## src/rtl/proj_tile_ctrl.sv

```systemverilog
// rtl/proj_tile_ctrl.sv - Tiled Q/K/V projection sequencer driving an external NxN systolic array
module proj_tile_ctrl #(
    parameter int N         = 4,
    parameter int DATA_W    = 8,
    parameter int ACC_W     = 32,
    parameter int K_TILES   = 32,
    parameter int OUT_TILES = 32,
    parameter int IN_AW     = 5,
    parameter int W_AW      = 12,
    parameter int OUT_AW    = 7
) (
    input  logic                    clk,
    input  logic                    rst,
    input  logic                    start,
    input  logic [1:0]              mode,
    input  logic                    abort,
    output logic                    busy,
    output logic                    done,
    output logic                    in_ceb,
    output logic                    in_web,
    output logic [IN_AW-1:0]        in_addr,
    input  logic [N*N*DATA_W-1:0]   in_dout,
    output logic                    w_ceb,
    output logic                    w_web,
    output logic [W_AW-1:0]         w_addr,
    input  logic [N*N*DATA_W-1:0]   w_dout,
    output logic                    out_ceb,
    output logic                    out_web,
    output logic [OUT_AW-1:0]       out_addr,
    output logic [N*ACC_W-1:0]      out_din,
    output logic                    sa_clr,
    output logic [N*N*DATA_W-1:0]   sa_a,
    output logic [N*N*DATA_W-1:0]   sa_b,
    output logic                    sa_in_valid,
    input  logic                    sa_step_done,
    input  logic [N*N*ACC_W-1:0]    sa_result
);
    localparam int KW = (K_TILES > 1) ? $clog2(K_TILES) : 1;
    localparam int OW = (OUT_TILES > 1) ? $clog2(OUT_TILES) : 1;
    localparam int RW = (N > 1) ? $clog2(N) : 1;
    localparam logic [KW-1:0] K_LAST = KW'(K_TILES - 1);
    localparam logic [OW-1:0] O_LAST = OW'(OUT_TILES - 1);
    localparam logic [RW-1:0] R_LAST = RW'(N - 1);

    typedef enum logic [2:0] {
        S_IDLE,
        S_CLR,
        S_RD,
        S_FEED,
        S_WAIT,
        S_WR,
        S_DONE
    } state_t;

    state_t          state;
    logic [KW-1:0]   k;
    logic [OW-1:0]   o;
    logic [RW-1:0]   r;
    logic [1:0]      mode_q;

    assign in_web  = 1'b1;
    assign w_web   = 1'b1;
    assign sa_a    = in_dout;
    assign sa_b    = w_dout;

    // Weight bank per mode: K_TILES*OUT_TILES tiles, k-major then output tile.
    assign in_addr  = IN_AW'(k);
    assign w_addr   = W_AW'(mode_q) * W_AW'(K_TILES * OUT_TILES)
                    + W_AW'(k) * W_AW'(OUT_TILES) + W_AW'(o);
    assign out_addr = OUT_AW'(o) * OUT_AW'(N) + OUT_AW'(r);
    assign out_din  = (state == S_WR) ? sa_result[int'(r)*N*ACC_W +: N*ACC_W] : '0;

    // Control outputs are registered: each is loaded on the transition into the state that owns it.
    always_ff @(posedge clk or posedge rst) begin
        if (rst) begin
            state       <= S_IDLE;
            k           <= '0;
            o           <= '0;
            r           <= '0;
            mode_q      <= 2'd0;
            busy        <= 1'b0;
            done        <= 1'b0;
            in_ceb      <= 1'b1;
            w_ceb       <= 1'b1;
            out_ceb     <= 1'b1;
            out_web     <= 1'b1;
            sa_clr      <= 1'b0;
            sa_in_valid <= 1'b0;
        end else begin
            done        <= 1'b0;
            in_ceb      <= 1'b1;
            w_ceb       <= 1'b1;
            out_ceb     <= 1'b1;
            out_web     <= 1'b1;
            sa_clr      <= 1'b0;
            sa_in_valid <= 1'b0;
            if (abort && state != S_IDLE) begin
                state <= S_IDLE;
                k     <= '0;
                o     <= '0;
                r     <= '0;
                busy  <= 1'b0;
            end else begin
                case (state)
                    S_IDLE: begin
                        if (start && !abort) begin
                            state  <= S_CLR;
                            mode_q <= (mode == 2'd3) ? 2'd0 : mode;
                            k      <= '0;
                            o      <= '0;
                            r      <= '0;
                            busy   <= 1'b1;
                            sa_clr <= 1'b1;
                        end
                    end
                    S_CLR: begin
                        state  <= S_RD;
                        in_ceb <= 1'b0;
                        w_ceb  <= 1'b0;
                    end
                    S_RD: begin
                        state       <= S_FEED;
                        sa_in_valid <= 1'b1;
                    end
                    S_FEED: begin
                        state <= S_WAIT;
                    end
                    S_WAIT: begin
                        if (sa_step_done) begin
                            if (k != K_LAST) begin
                                k      <= k + 1'b1;
                                state  <= S_RD;
                                in_ceb <= 1'b0;
                                w_ceb  <= 1'b0;
                            end else begin
                                k       <= '0;
                                r       <= '0;
                                state   <= S_WR;
                                out_ceb <= 1'b0;
                                out_web <= 1'b0;
                            end
                        end
                    end
                    S_WR: begin
                        if (r == R_LAST) begin
                            r <= '0;
                            if (o != O_LAST) begin
                                o      <= o + 1'b1;
                                state  <= S_CLR;
                                sa_clr <= 1'b1;
                            end else begin
                                state <= S_DONE;
                                done  <= 1'b1;
                            end
                        end else begin
                            r       <= r + 1'b1;
                            out_ceb <= 1'b0;
                            out_web <= 1'b0;
                        end
                    end
                    S_DONE: begin
                        o     <= '0;
                        state <= S_IDLE;
                        busy  <= 1'b0;
                    end
                    default: begin
                        state <= S_IDLE;
                        busy  <= 1'b0;
                    end
                endcase
            end
        end
    end
endmodule

```

## config.mk

```make
export PLATFORM = sky130hd
export DESIGN_NAME = proj_tile_ctrl
export DESIGN_NICKNAME = d
export VERILOG_FILES = /design/src/rtl/proj_tile_ctrl.sv
export SDC_FILE = /design/constraint.sdc
export NUM_CORES = 1
export LEC_CHECK = 0
export CAP_MARGIN = 40
export CORE_AREA = 2 2 465 467
export DETAILED_ROUTE_END_ITERATION = 7
export DIE_AREA = 0 0 467 469
export SLEW_MARGIN = 20
export SYNTH_ARGS = -nofsm -noshare
export SYNTH_HDL_FRONTEND = slang
export SYNTH_SLANG_ARGS = --single-unit
```

## constraint.sdc

```tcl
create_clock -name clk -period 1.93 [get_ports clk]
set_input_delay 0.386 -clock clk [delete_from_list [all_inputs] [get_ports clk]]
set_output_delay 0.386 -clock clk [all_outputs]
set_load 0.02 [all_outputs]
```

* Word level (Yosys, flattened, before mapping)
Index checks and enable logic that the tools add are counted.
** Storage, ports and cells
- Output and inout port bits :: 418
- Register bits after elaboration :: 23
- Word-level logic and storage cells :: 97
** Operators by class
- Shifts and indexed selects :: 1
- Equal/unequal tests :: 16
- Bitwise operators :: 1
- Reduce and logical (&&, ||, !) cells :: 15
- Add/subtract/negate cells :: 6
- Muxes and demuxes :: 47
** Operators with widths (count)
- $shiftx 512x10->128 :: 1
- $mux 128 :: 1
- $mux 5 :: 7
- $mux 1 :: 19
- $mux 3 :: 6
- $pmux 3 s6 :: 1
- $pmux 5 s3 :: 1
- $add 12x10->12 :: 1
- $add 12x5->12 :: 1
- $mux 2 :: 6
- $add 5x1->5 const B :: 2
- $ne 5x5->1 const B :: 2
- $pmux 5 s2 :: 1
- $eq 3x3->1 const B :: 3
- $ne 3x3->1 const B :: 3
- $reduce_and 3->1 :: 3
- $pmux 1 s2 :: 4
- $reduce_and 4->1 :: 2
- $reduce_bool 4->1 :: 2
- $add 7x2->7 :: 1
- $eq 3x2->1 const B :: 2
- $ne 3x1->1 const B :: 2
- $pmux 2 s3 :: 1
- $reduce_bool 3->1 :: 2
- 10 further kinds :: 12

* Depth between registers and ports, before layout
- Word-level depth :: 5
- Gate-level depth with buffers :: 7
- Gate-level depth less buffers :: 7

* Worst setup path before layout
No wires, ideal clock.
- Kind :: register to output
- Start point :: reg r[0]
- End point :: out out_din[100]
- Path buffers :: 3
- Cell stages (with the launch flop) :: 6
- Path slack :: -0.099 ns
- Arrival time :: 1.643 ns
- Data required time :: 1.544 ns
- Cells stage by stage :: dfrtp_1 -> buf_2 -> buf_6 -> buf_6 -> mux4_2 -> nor2b_1
** On the way
- Longest elaborated chain between the ends :: 2
** RTL lines
- start: declaration :: line 58 : logic [RW-1:0] r;
- start signal: assignment :: line 156 : r <= r + 1'b1;
- $shiftx 512x10->128 :: line 71 : assign out_din = (state == S_WR) ? sa_result[int'(r)*N*ACC_W +: N*ACC_W] : '0;
- $mux 128 :: line 71
- end: declaration :: line 30 : output logic [N*ACC_W-1:0] out_din,
Every way passes these cells.

* Worst setup path after layout
- Start point :: reg r[0]
- End point :: out out_din[1]
The elaborated chain is that of the path after synthesis.

==> metrics.md <==
| Metric | Value |
|---|---|
| Outcome | `finished with violations` |
| Failing checks | `setup timing` |
| Multi-input combinational cell area | `between 4000 and 5000 µm²` |
| Final instance area | `18400 µm²` |
| Clock Sinks | `23` |
| Wire per inst | `~42 µm` |
| Critical path launch point type | `flop` |
| Worst hold slack | `0.490 ns` |
| Layout fillers | `about 25000` |
| Vias in the first global route | `~9000` |
| Slowest Stage Delay on Critical Path | `0.61 ns` |
| CTS root buffer | `clkbuf_16` |
| Final Setup Violations | `129` |
| Worst-path maximum fanout | `7` |
| VDD IR max | `around 0.00028 V` |
| Compound-gate portion of the synthesized area | `0.0396` |
| Residual DRC | `0` |
| Antenna-violating nets left | `0` |
| WP data arrival | `2.18 ns` |
| Slowest-stage cell, CP | `mux4_2` |
| Core ar. | `214000 µm²` |
| Synth Instances | `720` |
| Net Sw Frac | `0.294` |
| Worst Setup End Kind | `output port` |
| Post-DP HPWL | `161000 µm` |
| Initial core utilization | `0.0346` |
| Rows | `between 150 and 200` |
| Finished Layout Cells | `between 4000 and 5000` |
| Hold Buf Count CTS | `0` |
| Largest family of logic cells by synthesized area | `multiplexers` |
| Vias per cell | `2.24` |
| Worst Path Required | `1.54 ns` |
| Main flop type after synthesis | `dfrtp_1` |
| Max frequency | `0.390 GHz` |
| Grt ovf | `0` |
| Post-synthesis adder-cell area fraction | `0.0118` |
| Warnings from Yosys | `0` |
| Biggest area consumer among synthesized cells | `mux4_2` |
| Cell Chain, Critical Path | `buf_12 > buf_16 > buf_16 > mux4_2 > nor2b_4 > buf_12` |
| Pleak | `0.00566 µW` |
| Max Cap Viol | `0` |
| Synthesized cell area | `7400 µm²` |
| Routed Wire Length | `~170000 µm` |
| RSZ-0062 raised after global routing | `true` |
| Combinational share of power | `0.680` |
| Register Area | `just under 600 µm²` |
| CTS tree | `done` |
| Post-DP Area | `16900 µm²` |
| Chip height | `about 470 µm` |
| Multiplexer share of the synthesized area | `0.393` |
| Final hold vios | `0` |
| GPL Wtd Cong | `between 0.7 and 0.8` |
| Clock Power Share | `0.152` |
| Overall Power | `3150 µW` |
| P per Cell Area | `171 nW/µm²` |
| Tmin final | `2.56 ns` |
| Ratio of cells with drive above 1 in the final layout | `0.392` |
| Crit Path Class | `flop to output port` |
| Fin nets | `slightly below 2000` |
| Top cell type's share of synthesized area | `0.390` |
| Worst clock skew | `0.00286 ns` |
| CTS Buf Count | `3` |
| Util after Layout | `0.0861` |
| Largest net degree at the start of global routing | `48` |
| Pre-antenna DRT Iters | `4` |
| Die Wd | `approximately 470 µm` |
| Worst skew pair latency | `around 0.26 ns` |
| First-pass GRT wire length | `187000 µm` |
| P&R area growth vs syn | `149%` |
| Final worst slack | `-0.634 ns` |
| GRT Total Usage | `0.148` |
| Clock buffer depth | `2` |
| HP Class | `input port to asynchronous set/reset pin` |
| Commonest cells in the netlist | `272 x buf_4, 132 x nor2b_1, 128 x mux4_2` |
| Syn Area/Cell | `~10 µm²` |
| Yosys cell types | `50` |
| FFs w/ async S/R, synth | `1.00` |
| Top-count cell post-synth | `buf_4` |
| I/O pin total | `1193` |
| Final Cycle Share | `1.33` |
| CTS clk-pin slew, worst paths | `0.07 ns` |
| CTS H-Tree Depth | `1` |
| Psw | `roughly 920 µW` |
| Flop pwr share | `0.168` |
| Post-synthesis sequential area ratio | `0.0781` |
| Slew @ Worst Pin | `0.630 ns` |
| Relative slew slack | `0.580` |
| Yosys reg bits | `23` |
| Synth Area in Simple Gates | `0.156` |
| Cell-internal power | `2220 µW` |
| Total number of vias | `9142` |
| Post-synth EDFFs | `0` |
| Post-synthesis xor/xnor area fraction | `0.00118` |
| Max-slew violation count | `0` |
| IO Port Bufs | `678` |
| Placed cells | `roughly 4000` |
| Synth area leaders | `mux4_2 39%, buf_4 28%, nor2b_1 11%, dfrtp_1 7.1%, buf_6 1.7%` |
| Die footprint | `219000 µm²` |
| Initial drt markers | `525` |
| Initial antenna violation count | `227` |
## flip-flops by register name, indices dropped and copies added, names as in the netlist
register	cells
in_addr	5
sa_in_valid	1
out_web	1
w_ceb	1
r	2
done	1
sa_clr	1
o	5
busy	1
mode_q	2
state	3
## metal layers
metal,routed length (µm),track usage,up-vias
met5,929,0.00238,-
li1,-,-,3354
met2,68600,0.220,1168
met3,41100,0.161,424
met1,53700,0.139,4072
met4,5950,0.0289,124
## area by class of cell
cell class,instances,share of cell area
tap,2838,0.193
clock buffer,3,0.00408
sequential,23,0.0320
antenna,78,0.0106
timing repair buffer,768,0.489
multi-input combinational,369,0.270
inverter,7,0.00143
clock inverter,1,0.000272
## power by group through the flow
stage / Sequential (µW) / Clock (µW) / Combinational, µW
after floorplan: 560 / 0 / 1310
after global placement: 540 / 0 / 2050
after detailed placement: 542 / 0 / 2060
after CTS: 533 / 484 / 2170
after global routing: 535 / 499 / 2260
final: 530 / 477 / 2140
## logic make-up after synthesis
group                    after synthesis
AO/OA/AOI/OAI                         42
adder cells (fa/ha/maj)                7
flip-flops                            23
buffers and inverters                329
XOR/XNOR                               1
AND/OR/NAND/NOR                      187
other                                  1
multiplexers                         130
## path summary, 6_finish.rpt
| check | from | to | slack (ns) | depth (start not counted) |
|---|---|---|---|---|
| worst max-delay path | r[0]$_DFFE_PP0P_ | out_din[1] | -0.63 | 6 |
| worst min-delay path | rst | r[0]$_DFFE_PP0P_ | 0.49 | 3 |
| worst max register to register | r[0]$_DFFE_PP0P_ | o[4]$_DFFE_PP0P_ | 0.05 | 8 |
| worst min register to register | mode_q[0]$_DFFE_PP0P_ | mode_q[0]$_DFFE_PP0P_ | 0.51 | 2 |
| max in group asynchronous | rst | w_ceb$_DFF_PP1_ | 1.13 | 3 |
| min in group clk | mode_q[0]$_DFFE_PP0P_ | mode_q[0]$_DFFE_PP0P_ | 0.51 | 2 |
## critical path: cells and delay by family (launching register included)
kind | cells | cell delay (ns)
buffers and inverters | 4 | 0.60
flip-flops | 1 | 0.47
AND/OR/NAND/NOR | 1 | 0.18
multiplexers | 1 | 0.61
## per-stage QoR
| stage | setup WS [ns] | setup TNS [ns] |
|---|---|---|
| after floorplan | 0.000801 | 0 |
| after global placement | -0.915 | -47.43 |
| after detailed placement | -0.889 | -49.28 |
| after CTS | -0.661 | -71.21 |
| after global routing | -0.668 | -73.28 |
| final | -0.634 | -65.12 |
## cells in the final DEF, fill, tap and decap left out, drive strengths merged, types with 2 or more instances in the layout
cell,instances
a31oi,3
o22ai,3
nand3,2
a21oi,4
dlygate4sd2,2
dfstp,2
mux4,128
buf,240
nor3,3
nor4,2
nand3b,2
and3,4
nand2,13
dfrtp,21
a32o,2
dlymetal6s2s,4
a22o,2
inv,7
clkdlybuf4s50,520
clkbuf,3
conb,2
a22oi,4
ha,7
nand2b,8
nor4b,3
o21ai,13
nor2b,132
diode,78
a21o,3
nor2,11
## repair_timing
item,4_1_cts,5_1_grt
endpoints found under the setup margin,133,144
gates resized for setup,233,39
cloned,6,0
setup buffers,22,14
pin swaps,1,2
Note: power is estimated with default switching activity, not from simulation.
